--- config.mk ---
export PLATFORM = sky130hd
export DESIGN_NAME = hack_mux_arb_flat
export DESIGN_NICKNAME = d
export VERILOG_FILES = /design/src/rtl/hack_mux_pkg.sv /design/src/rtl/hack_mux_arb_if.sv /design/src/rtl/hack_rr_arbiter.sv /design/src/rtl/hack_mux_arb.sv /design/src/flat_wrapper.sv
export SDC_FILE = /design/constraint.sdc
export NUM_CORES = 1
export LEC_CHECK = 0
export ABC_CLOCK_PERIOD_IN_PS = 5910
export CAP_MARGIN = 25
export CORE_MARGIN = 1
export CORE_UTILIZATION = 35
export DETAILED_ROUTE_END_ITERATION = 8
export DONT_BUFFER_PORTS = 1
export PLACE_DENSITY = 0.58
export SYNTH_ARGS = -nofsm -noshare
export SYNTH_HDL_FRONTEND = slang
export SYNTH_HIERARCHICAL = 1
export SYNTH_SLANG_ARGS = --single-unit
--- constraint.sdc ---
create_clock -name clk -period 5.91 [get_ports clk]
set_input_delay 1.182 -clock clk [delete_from_list [all_inputs] [get_ports clk]]
set_output_delay 1.182 -clock clk [all_outputs]
set_load 0.005 [all_outputs]
--- src/rtl/hack_mux_pkg.sv ---
// Shared constants and helpers for the registered Hack mux/arbiter.
package hack_mux_pkg;

   localparam logic MODE_FIXED = 1'b0;
   localparam logic MODE_RR    = 1'b1;

   function automatic int unsigned wrap_inc(
      input int unsigned idx,
      input int unsigned ways
   );
      return (idx >= ways - 1) ? 0 : idx + 1;
   endfunction

endpackage

--- src/rtl/hack_mux_arb_if.sv ---
// Producer-side and consumer-side channels of hack_mux_arb.
interface hack_mux_arb_if #(
   parameter int WIDTH = 16,
   parameter int WAYS  = 8,
   parameter int SEL_W = $clog2(WAYS)
);
   logic [WAYS*WIDTH-1:0] in_data;
   logic [WAYS-1:0]       in_valid;
   logic [WAYS-1:0]       in_ready;
   logic                  mode;
   logic [SEL_W-1:0]      sel;
   logic [WIDTH-1:0]      out_data;
   logic [SEL_W-1:0]      out_chan;
   logic                  out_valid;
   logic                  out_ready;

   modport master (
      output in_data, in_valid, mode, sel, out_ready,
      input  in_ready, out_data, out_chan, out_valid
   );

   modport slave (
      input  in_data, in_valid, mode, sel, out_ready,
      output in_ready, out_data, out_chan, out_valid
   );
endinterface

--- src/rtl/hack_rr_arbiter.sv ---
// Rotating-priority pick: first requester at or above ptr, wrapping.
module hack_rr_arbiter #(
   parameter int WAYS  = 8,
   parameter int SEL_W = $clog2(WAYS)
) (
   input  logic [WAYS-1:0]  req,
   input  logic [SEL_W-1:0] ptr,
   output logic [SEL_W-1:0] grant,
   output logic             grant_valid
);
   int j;

   // Scan from farthest to nearest so the nearest requester wins last.
   always_comb begin
      grant       = '0;
      grant_valid = |req;
      j           = 0;
      for (int k = WAYS - 1; k >= 0; k--) begin
         j = int'(ptr) + k;
         if (j >= WAYS) j = j - WAYS;
         if (req[j]) grant = SEL_W'(j);
      end
   end
endmodule

--- src/rtl/hack_mux_arb.sv ---
// Registered WAYS-to-1 mux with fixed-select or round-robin arbitration.
module hack_mux_arb
   import hack_mux_pkg::*;
#(
   parameter int WIDTH = 16,
   parameter int WAYS  = 8,
   parameter int SEL_W = $clog2(WAYS)
) (
   input logic             clk,
   input logic             reset,
   hack_mux_arb_if.slave   bus
);
   localparam logic [SEL_W:0] WAYS_L = WAYS[SEL_W:0];

   logic [SEL_W-1:0] ptr;
   logic [SEL_W-1:0] rr_grant;
   logic             rr_valid;
   logic [SEL_W-1:0] grant;
   logic             grant_valid;
   logic             sel_ok;
   logic             load_en;
   logic             xfer;

   hack_rr_arbiter #(
      .WAYS  (WAYS),
      .SEL_W (SEL_W)
   ) u_rr (
      .req         (bus.in_valid),
      .ptr         (ptr),
      .grant       (rr_grant),
      .grant_valid (rr_valid)
   );

   assign sel_ok  = {1'b0, bus.sel} < WAYS_L;
   assign load_en = !bus.out_valid || bus.out_ready;
   assign xfer    = load_en && grant_valid;

   always_comb begin
      grant       = bus.sel;
      grant_valid = sel_ok && bus.in_valid[bus.sel];
      if (bus.mode == MODE_RR) begin
         grant       = rr_grant;
         grant_valid = rr_valid;
      end
   end

   always_comb begin
      bus.in_ready = '0;
      if (xfer && !reset) bus.in_ready[grant] = 1'b1;
   end

   always_ff @(posedge clk) begin
      if (reset) begin
         bus.out_valid <= 1'b0;
         bus.out_data  <= '0;
         bus.out_chan  <= '0;
         ptr           <= '0;
      end else if (xfer) begin
         bus.out_valid <= 1'b1;
         bus.out_data  <= bus.in_data[int'(grant)*WIDTH +: WIDTH];
         bus.out_chan  <= grant;
         if (bus.mode == MODE_RR)
            ptr <= SEL_W'(wrap_inc(32'(grant), WAYS));
      end else if (bus.out_ready) begin
         // Consumer took the word and nothing replaces it.
         bus.out_valid <= 1'b0;
      end
   end
endmodule

--- src/flat_wrapper.sv ---
// flat-port wrapper written by rule: the top's interface ports become plain ports
module hack_mux_arb_flat import hack_mux_pkg::*;
#(
   parameter int WIDTH = 16,
   parameter int WAYS  = 8,
   parameter int SEL_W = $clog2(WAYS)
)
  (clk, reset, bus_in_data, bus_in_valid, bus_mode, bus_sel, bus_out_ready, bus_in_ready, bus_out_data, bus_out_chan, bus_out_valid);
  hack_mux_arb_if #(.WIDTH(WIDTH), .WAYS(WAYS), .SEL_W(SEL_W)) bus_i ();
  input logic clk;
  input logic reset;
  input wire logic [$bits(bus_i.in_data)-1:0] bus_in_data;
  input wire logic [$bits(bus_i.in_valid)-1:0] bus_in_valid;
  input wire logic [$bits(bus_i.mode)-1:0] bus_mode;
  input wire logic [$bits(bus_i.sel)-1:0] bus_sel;
  input wire logic [$bits(bus_i.out_ready)-1:0] bus_out_ready;
  output wire logic [$bits(bus_i.in_ready)-1:0] bus_in_ready;
  output wire logic [$bits(bus_i.out_data)-1:0] bus_out_data;
  output wire logic [$bits(bus_i.out_chan)-1:0] bus_out_chan;
  output wire logic [$bits(bus_i.out_valid)-1:0] bus_out_valid;
  assign bus_i.in_data = bus_in_data;
  assign bus_i.in_valid = bus_in_valid;
  assign bus_i.mode = bus_mode;
  assign bus_i.sel = bus_sel;
  assign bus_i.out_ready = bus_out_ready;
  assign bus_in_ready = bus_i.in_ready;
  assign bus_out_data = bus_i.out_data;
  assign bus_out_chan = bus_i.out_chan;
  assign bus_out_valid = bus_i.out_valid;
  hack_mux_arb #(.WIDTH(WIDTH), .WAYS(WAYS), .SEL_W(SEL_W)) u_core (.clk(clk), .reset(reset), .bus(bus_i));
endmodule
==> flow_metrics.tcl, run 1 <==
set metrics [dict create \
    row_count 33 \
    floorplan.die.height_um 93.5 \
    post_cts_hold_buffer_count 0 \
    fp.dieW_um 93.5 \
    setup_violations 0 \
    drt_iter0_markers 199 \
    power_switching_mw 0.711 \
    drv_slew 0 \
    worstSetupStartpointType "flip-flop" \
    unrepaired_setup_endpoints_after_global_routing "false" \
    critPathMaxFanout 64 \
    combinationalPowerShare_pct 74.6 \
    floorplan.die_area_mm2 0.00875 \
    yosys_warnings 6 \
    post-place-cells 510 \
    cts.repair_timing.setup_buffer_count 0 \
    crit_required_ns 4.73 \
    synth_to_final_area_change_pct 3.41 \
    drt-pass1-iter-count 5 \
    final_util_pct 37.1 \
    seqPwrFrac_pct 17.7 \
    final_nets 557 \
    synth.ff_latch_count 23 \
    number_of_vias_in_the_routed_layout 3144 \
    vdd_drop_max_mv 0.191 \
    num_io_pins 171 \
    timing_worst_setup_path_type "flip-flop to output pin" \
    clock_tree.buffer_depth 2 \
    worst_ep_arrival_time_ns 4.25 \
    clock_insertion_delay_at_the_later_pin_of_the_skew_report_ns 0.27 \
    syn_area_per_cell_um2 6.85 \
    setup_total_negative_slack_ns 0 \
    fmaxAchievable_mhz 184 \
    crit_path_end_kind "output pin" \
    power.clock.fraction_pct 7.7 \
    final_hold_viol_count 0 \
    post_synthesis_sequential_area_ratio_pct 15.7 \
    grt_start_max_net_pins 65 \
    initial_util_pct 35.9 \
    post_synth_inst_count 428 \
    dp_slack_ns 0.782 \
    hold_path.class "flip-flop to flip-flop" \
    detail_route.wirelength_mm 9.91 \
    syn_area_mm2 0.00293 \
    cts_tree "yes" \
    status "completed" \
    grt_first_pass_wirelength_mm 14.7 \
    worst_clock_skew_ns 0.00363 \
    mostFrequentLayoutCell "sky130_fd_sc_hd__nand2_1" \
    synth_edf_count 0 \
    wire_per_inst_um 19.3 \
    number_of_global_route_vias_before_repair 2792 \
    power.density_cell_area_mw_per_mm2 439 \
    num_antenna_cells 0 \
    drcViolationCount 0 \
    switching_share_pct 53.4 \
    grt.overflow.total 0 \
    clk_root_buffer_cell "sky130_fd_sc_hd__clkbuf_8" \
    clk_pin_slew_ns 0.09 \
    cts_num_sinks 23 \
    place.port_buffers 0 \
    yosys.cell_types.count 50 \
    fin_crit_ns 5.44 \
    antenna_violations_before_repair 0 \
    synth_flop_cell "sky130_fd_sc_hd__dfxtp_1" \
    max-slew-margin-rel_pct 46.2 \
    max_cap_viol_count 0 \
    internal_power_mw 0.620 \
    average_vias_per_placed_instance 6.12 \
    cellLeakagePower_nw 1.16 \
    timing_worst_slew_pin_value_ns 0.804 \
    final_layout_size_suffix_gt1_share_pct 11.5 \
    drt.antenna.violating_nets 0 \
    clock_tree.htree_level_count 1 \
    final_setup_slack_of_the_worst_path_ns 0.474 \
    place_congestion 0.877 \
    min_period_over_period_pct 92.0 \
    post_synthesis_net_count 575 \
    synthArstFlopShare_pct 0 \
    cts_made_buffers 3 \
    core_mm2 0.00818 \
    post-dp-hpwl_mm 7.42 \
    layout.cells.non_filler 514 \
    globalRouteTotalUtil_pct 21.5 \
    commonest_cells_after_routing_fill_and_taps_aside "129 x sky130_fd_sc_hd__nand2_1, 69 x sky130_fd_sc_hd__a21oi_1, 34 x sky130_fd_sc_hd__nor2_1, 23 x sky130_fd_sc_hd__dfxtp_1, 18 x sky130_fd_sc_hd__nor4_1" \
    cts_resized 0 \
]
[layout make-up]
class | instances | area [um^2]
clock buffers | 4 | 45.0
fillers | 882 | 5140
inverters | 10 | 37.5
multi-input cells | 363 | 2290
flip-flops and latches | 23 | 460
well taps | 105 | 131
repair buffers | 9 | 67.6
[stage by stage]
step | total power [mW] | hold WS (ns) | area, um^2
floorplan | 0.999 | 0.446 | 2930
global placement | 1.20 | 0.506 | 2990
detailed placement | 1.21 | 0.504 | 2990
CTS | 1.32 | 0.516 | 3030
global route | 1.45 | 0.540 | 3030
finish | 1.33 | 0.515 | 3030
[sequential cells by signal, summed over array words and instances, names as in the netlist]
signal,cells
u_core/bus.out_chan,3
u_core/bus.out_valid,1
u_core/bus.out_data,16
u_core/ptr,3
[power by group through the flow]
stage          Clock [mW]  Sequential (mW)  Combinational (mW)
2_1_floorplan           0            0.216               0.783
3_3_place_gp            0            0.241               0.960
3_5_place_dp            0            0.241               0.972
4_1_cts             0.108            0.237               0.980
5_1_grt             0.114            0.242                1.09
6_report            0.102            0.236               0.994
[synth_stat cells (all sizes together), types with 2 or more instances]
library cell | n | area (um^2)
nand2 | 129 | 484
a21oi | 70 | 354
nor2 | 34 | 128
dfxtp | 23 | 460
buf | 21 | 115
a211oi | 19 | 188
nor4 | 18 | 113
mux2i | 14 | 144
mux4 | 13 | 304
clkbuf | 11 | 41.3
inv | 10 | 37.5
o21ai | 7 | 35.0
mux2 | 6 | 78.8
nor3 | 6 | 30.0
nand2b | 5 | 33.8
a22oi | 4 | 30.0
ha | 4 | 50.1
nor4b | 4 | 35.0
and2 | 3 | 21.3
nand3 | 3 | 15.0
xor2 | 3 | 26.3
a31oi | 2 | 18.8
o21a | 2 | 15.0
o2bb2ai | 2 | 17.5
o311a | 2 | 20.0
[cell families (layout without fill, tap and decap cells)]
family          after synthesis  after routing  synth area share, %
mux                          33             33                 18.0
compound gates              117            117                 26.6
flops                        23             23                 15.7
buf+inv                      42             23                 6.62
xor+xnor                      4              4                 1.20
fa+ha+maj                     4              4                 1.71
simple gates                205            205                 30.2
[path summary, 6_finish.rpt]
path / end / slack, ns / cells past startpoint / from
worst max register to register: u_core/bus.out_data[3] / 1.30 / 13 / u_core/ptr[0]
worst min-delay path: u_core/bus.out_data[5] / 0.51 / 2 / u_core/bus.out_data[5]
worst max-delay path: bus_in_ready[3] / 0.47 / 11 / u_core/ptr[0]
worst min register to register: u_core/bus.out_data[5] / 0.51 / 2 / u_core/bus.out_data[5]
[layer usage]
layer / up-vias / share of wire [%] / GRT usage [%] / wire, um
met5: - / 0 / 0 / 0
met4: 0 / 1.1 / 4.74 / 106
met3: 8 / 6.8 / 3.01 / 673
met2: 161 / 49 / 36.9 / 4890
met1: 1483 / 43 / 28.5 / 4250
li1: 1492 / - / - / -
[worst max-delay path: stages (launching register included)]
cell                      delay (ns)
sky130_fd_sc_hd__dfxtp_1        0.72
sky130_fd_sc_hd__inv_1          0.20
sky130_fd_sc_hd__ha_1           0.51
sky130_fd_sc_hd__mux4_1         0.44
sky130_fd_sc_hd__mux2_4         0.35
sky130_fd_sc_hd__o311a_1        0.36
sky130_fd_sc_hd__o311a_1        0.32
sky130_fd_sc_hd__mux2i_4        0.16
sky130_fd_sc_hd__buf_4          0.53
sky130_fd_sc_hd__nor2_1         0.08
sky130_fd_sc_hd__nand2_1        0.18
sky130_fd_sc_hd__nor2_1         0.09
Note: power is estimated with default switching activity, not from simulation.
==> run 2: changes to the inputs <==
--- a/config.mk
+++ b/config.mk
@@ -5,7 +5,6 @@
 export SDC_FILE = /design/constraint.sdc
 export NUM_CORES = 1
 export LEC_CHECK = 0
-export ABC_CLOCK_PERIOD_IN_PS = 5910
 export CAP_MARGIN = 25
 export CORE_MARGIN = 1
 export CORE_UTILIZATION = 35
==> results of run 2 <==
The final DEF is identical to that of run 1; final timing and power are the same.
